===== src/rtl/spi_slave_rx.sv =====
// spi_slave_rx: mode-0 receive-only SPI slave, MSB first; SPI_SLAVE_RX_ABORT_FLAG_EN adds frame_abort.
module spi_slave_rx #(
  parameter logic IDLE_VAL   = 1'b1,
  parameter int   DATA_WIDTH = 8
) (
  input  logic                  clk,
  input  logic                  rst_n,
  input  logic                  spi_cs_n,
  input  logic                  spi_mosi,
  output logic                  spi_miso,
  output logic [DATA_WIDTH-1:0] data_out,
  output logic                  data_valid
`ifdef SPI_SLAVE_RX_ABORT_FLAG_EN
  ,
  output logic                  frame_abort
`endif
);
  localparam int CW = $clog2(DATA_WIDTH) + 1;
  typedef enum logic [1:0] {IDLE, RECEIVE, VALID} state_t;
  state_t                state;
  logic [CW-1:0]         cnt;
  logic [DATA_WIDTH-1:0] sr;
  assign spi_miso = IDLE_VAL;
  always_ff @(posedge clk or negedge rst_n)
    if (!rst_n) begin
      state      <= IDLE;
      cnt        <= '0;
      sr         <= '0;
      data_out   <= '0;
      data_valid <= 1'b0;
`ifdef SPI_SLAVE_RX_ABORT_FLAG_EN
      frame_abort <= 1'b0;
`endif
    end else begin
      data_valid <= 1'b0;
`ifdef SPI_SLAVE_RX_ABORT_FLAG_EN
      frame_abort <= spi_cs_n && state == RECEIVE && cnt != '0;
`endif
      if (spi_cs_n) begin
        state <= IDLE;
        cnt   <= '0;
        sr    <= '0;
      end else
        case (state)
          IDLE: begin
            sr    <= {{(DATA_WIDTH-1){1'b0}}, spi_mosi};
            cnt   <= CW'(1);
            state <= RECEIVE;
          end
          RECEIVE:
            if (cnt == CW'(DATA_WIDTH - 1)) begin
              data_out   <= {sr[DATA_WIDTH-2:0], spi_mosi};
              data_valid <= 1'b1;
              cnt        <= '0;
              sr         <= '0;
              state      <= VALID;
            end else begin
              sr  <= {sr[DATA_WIDTH-2:0], spi_mosi};
              cnt <= cnt + CW'(1);
            end
          default: begin
            // gap bit: mosi ignored on this edge
            cnt   <= '0;
            sr    <= '0;
            state <= RECEIVE;
          end
        endcase
    end
endmodule


===== config.mk =====
export PLATFORM = sky130hd
export DESIGN_NAME = spi_slave_rx
export DESIGN_NICKNAME = d
export VERILOG_FILES = /design/src/rtl/spi_slave_rx.sv
export SDC_FILE = /design/constraint.sdc
export NUM_CORES = 1
export LEC_CHECK = 0
export CORE_MARGIN = 2
export CORE_UTILIZATION = 53
export DETAILED_ROUTE_END_ITERATION = 10
export PLACE_DENSITY = 0.84
export SLEW_MARGIN = 25
export SYNTH_ARGS = -nofsm -noshare
export SYNTH_HDL_FRONTEND = slang
export SYNTH_SLANG_ARGS = --single-unit

===== constraint.sdc =====
create_clock -name clk -period 3.5 [get_ports clk]
set_input_delay 0.525 -clock clk [delete_from_list [all_inputs] [get_ports clk]]
set_output_delay 0.525 -clock clk [all_outputs]
set_load 0.005 [all_outputs]

**Yosys cells after proc, flatten, opt, wreduce, memory -nomap -nowiden**

Cells that the tools add are included.

- Bits in registers: 22

- Multiplexer cells: 12
- Equality and inequality tests: 3
- Bitwise logic cells: 1
- Add/subtract/negate cells: 1
- Reductions and logical operators: 2

Operators by type and width:

| operator | number |
|---|---|
| $mux W7 | 2 |
| $pmux W7 S2 | 1 |
| $mux W4 | 2 |
| $pmux W4 S2 | 1 |
| $mux W2 | 3 |
| $add A4 B1 Y4 const B | 1 |
| $eq A4 B3 Y1 const B | 1 |
| $mux W1 | 3 |
| $ne A3 B3 Y1 const B | 1 |
| $reduce_and A3 Y1 | 1 |
| $eq A2 B1 Y1 const B | 1 |
| $logic_not A2 Y1 | 1 |
| $not A1 Y1 | 1 |

**Depth between registers and ports, before layout**

- Depth after elaboration: 4
- Mapped depth: 5
- Depth with buffers taken out: 5

**Least setup slack after synthesis**

OpenSTA, ideal clock, no wires.

- Path kind: reg-to-reg
- Start point: register cnt[0]
- End point: register data_out[7]
- Arrival: 1.290 ns
- Path buffers: 0
- Stages on the path, launching flop included: 6
- Library setup time: 0.127 ns
- Required time: 3.373 ns
- Slack: 2.083 ns
- Path through: dfrtp_1 -> ha_1 -> and3b_4 -> nand3_4 -> inv_2 -> mux2_1

- Cells in the longest elaborated chain, start to end: 2

Ends and longest elaborated chain:

| item | line | RTL |
|---|---|---|
| from (decl) | 21 | `logic [CW-1:0] cnt;` |
| from (signal assigned) | 59 | `cnt <= cnt + CW'(1);` |
| $eq A4 B3 Y1 | 51 | `if (cnt == CW'(DATA_WIDTH - 1)) begin` |
| $reduce_and A3 Y1 (no line) | -- |  |
| to (signal assigned) | 52 | `data_out <= {sr[DATA_WIDTH-2:0], spi_mosi};` |
| to (decl) | 11 | `output logic [DATA_WIDTH-1:0] data_out,` |

No other way between the ends.
A chain may end at the register's enable or synchronous reset.

**Worst setup path in the final report**

- Start point: register data_out[0]
- End point: output data_out[0]

No word-level cell between the ends.

==> summary.md <==
| Metric | Value |
|---|---|
| Family with the most delay on the worst path | buffers and inverters |
| Status | finished, final reports clean |
| Overall routing resource usage | 15.8% |
| TritonRoute pass-1 iters | 1 |
| Slowest CP cell | clkdlybuf4s50_1 |
| Pre-CTS setup slack | around 1500 ps |
| Total power | between 400 and 500 uW |
| Cell Area, Placed | 970 um2 |
| Sequential fraction of the synthesis area | 65.8% |
| Async set-or-reset flop fraction in the synthesized netlist | 100% |
| FF-to-FF path depth | 5 |
| Tightest Hold Check Type | input port to asynchronous set/reset pin |
| Fmax | 0.589 GHz |
| Largest area contributor in the netlist | dfrtp_1 |
| Critical path buffers and inverters | 1 |
| Setup TNS | 0 ps |
| Highest ir drop seen on vdd | roughly 0.23 mV |
| Final instance area | 1000 um2 |
| Initial antenna violation count | 0 |
| Top-level I/O count | 14 |
| Mapped Nets | 63 |
| Clock transition at path regs | 110 ps |
| Main synth FF type | dfrtp_1 |
| Setup violators final | 0 |
| CTS tree | done |
| Core Area | roughly 1500 um2 |
| Syn_area_per_cell | 14.4 um2 |
| First-pass GRT wire length | 2.09 mm |
| Critical setup path kind | flip-flop to output port |
| Static leakage | 0.000501 uW |
| Synth top area share | approximately 66% |
| Crit path launch | data_out[0]$_DFFE_PN0P_ |
| EDFF count, synth | 0 |
| Synth cell types | 21 |
| Final Max Tran Viols | 0 |
| TritonCTS Buffers | 3 |
| Synth cell count leaders | dfrtp_1, and2_1, mux2_2 |
| Critical path launch point type | flip-flop |
| Clk buf depth | 2 |
| Seq cells post-synth | 22 |
| Unrepaired setup endpoints after global routing | false |
| Mapped cell area | about 840 um2 |
| CP Max Fanout | 2 |
| Total Wirelength | approximately 1.2 mm |
| DIE WIDTH | roughly 44 um |
| Most numerous cell in the Yosys netlist | dfrtp_1 |
| Die Ht | 43.7 um |
| Fin. Hold Viols | 0 |
| Pwr dens | 410 nW/um2 |
| Filler cells | 104 |
| Post_cts resized | 0 |
| Final Cycle Share | 48.5% |
| Critical Path AT | 1170 ps |
| Vias/cell | 5.11 |
| Wirelength per Cell | approximately 13 um |
| Vias in the first global route | 498 |
| Yosys warns | 0 |
| Num rows | 14 |
| Min cycle time layout | 1700 ps |
| CP max stage delay | 500 ps |
| Setup ws final | around 1800 ps |
| GRT overflow | 0 |
| Ranking of synthesized cells by area | dfrtp_1, mux2_2, and2_1 |
| Final ANT Viol Nets | 0 |
| Layout cells sized above 1 | 23.3% |
| Count of input and output buffers | 12 |
| # diodes | 0 |
| Residual DRC count | 0 |
| Cells along the critical path | clkdlybuf4s50_1 |
| Max-cap violation count | 0 |
| Root Driver | clkbuf_4 |
| Worst-Skew Late Latency | 300 ps |
| Final net count | 79 |
| CP endpoint kind | output port |
| DIE AREA | approximately 1900 um2 |
| Critical path required time | around 3000 ps |
| RR Startpoint | cnt[0]$_DFF_PN0_ |
| GPL Wtd Cong | 0.809 |
| # H-tree levels | 1 |
| Reg-to-Reg End | data_out[7]$_DFFE_PN0P_ |
| Synthesized netlist cell count | 58 |
| CTS Hold Buffers Added | 0 |
| Layout Area Growth over Synthesis | 19.6% |
| R2R Setup Slk | 1930 ps |
| DRT iter0 DRCs | 0 |
| DR vias | between 400 and 500 |
| Post-CTS setup-driven buffer insertion count | 0 |
| CTS sink cnt | 22 |
| Largest net degree at the start of global routing | 23 |
| Clk_skew | about 3 ps |
| Initial Util | 56.2% |
==> cell usage in the layout, fill, tap and decap left out, types with 2 or more instances in the layout <==
cell	Yosys	layout
mux2_2	7	7
dfrtp_1	22	22
and3_1	2	2
clkbuf_4	0	3
clkdlybuf4s50_1	0	11
and2_1	7	7
nor2_1	4	4
==> report_power, final <==
part           leakage, uW  total, uW  switching, uW  internal (uW)
combinational     0.000178       16.4           9.60           6.77
clock            0.0000210        134           70.6           63.5
sequential        0.000301        260           2.94            257
==> metal layers <==
metal	vias up	wire length [um]	GRT usage, %
met2	12	532	25.3
met5	-	0	0
li1	220	-	-
met4	0	46	12.7
met3	4	51	2.50
met1	219	566	18.7
==> worst max path at each step <==
stage | to | slack [ps] | depth (start not counted)
floorplan | data_out[7]$_DFFE_PN0P_ | 2080 | 5
global placement | data_out[7]$_DFFE_PN0P_ | 1550 | 5
finish | data_out[0] | 1800 | 1
CTS | data_out[5] | 1790 | 1
detailed placement | data_out[7]$_DFFE_PN0P_ | 1490 | 5
global route | data_out[7]$_DFFE_PN0P_ | 1720 | 5
==> registers in the layout, summed over array words and instances, names as in the netlist <==
register	count
cnt	4
data_out	8
sr	7
data_valid	1
state	2
==> metrics by stage <==
| stage | std cells | hold slack, ps | util, % |
|---|---|---|---|
| after global placement | 85 | 443 | 65.1 |
| after detailed placement | 85 | 457 | 65.1 |
| final | 89 | 160 | 67.2 |
| after floorplan | 58 | 229 | - |
| after global routing | 89 | 184 | 67.2 |
| after CTS | 89 | 485 | 67.6 |
==> kinds of logic (layout without fill, tap and decap cells) <==
| group | Yosys count | after routing | synth area share (%) |
|---|---|---|---|
| other cells | 1 | 1 | 0.448 |
| xor+xnor | 2 | 2 | 2.09 |
| buf+inv | 3 | 18 | 1.79 |
| compound gates | 1 | 1 | 0.597 |
| fa+ha+maj | 1 | 1 | 1.49 |
| simple gates | 20 | 20 | 17.0 |
| mux | 8 | 8 | 10.8 |
| flops | 22 | 22 | 65.8 |
==> cell type report <==
type	instances	area (um2)	area share, %
Timing Repair Buffer	12	115	11.5
Sequential cell	22	551	55.0
Inverter	2	7.51	0.750
Tap cell	16	20.0	2.00
Clock buffer	4	36.3	3.62
Multi-Input combinational cell	33	272	27.1
Power figures use the tool's default switching activity.
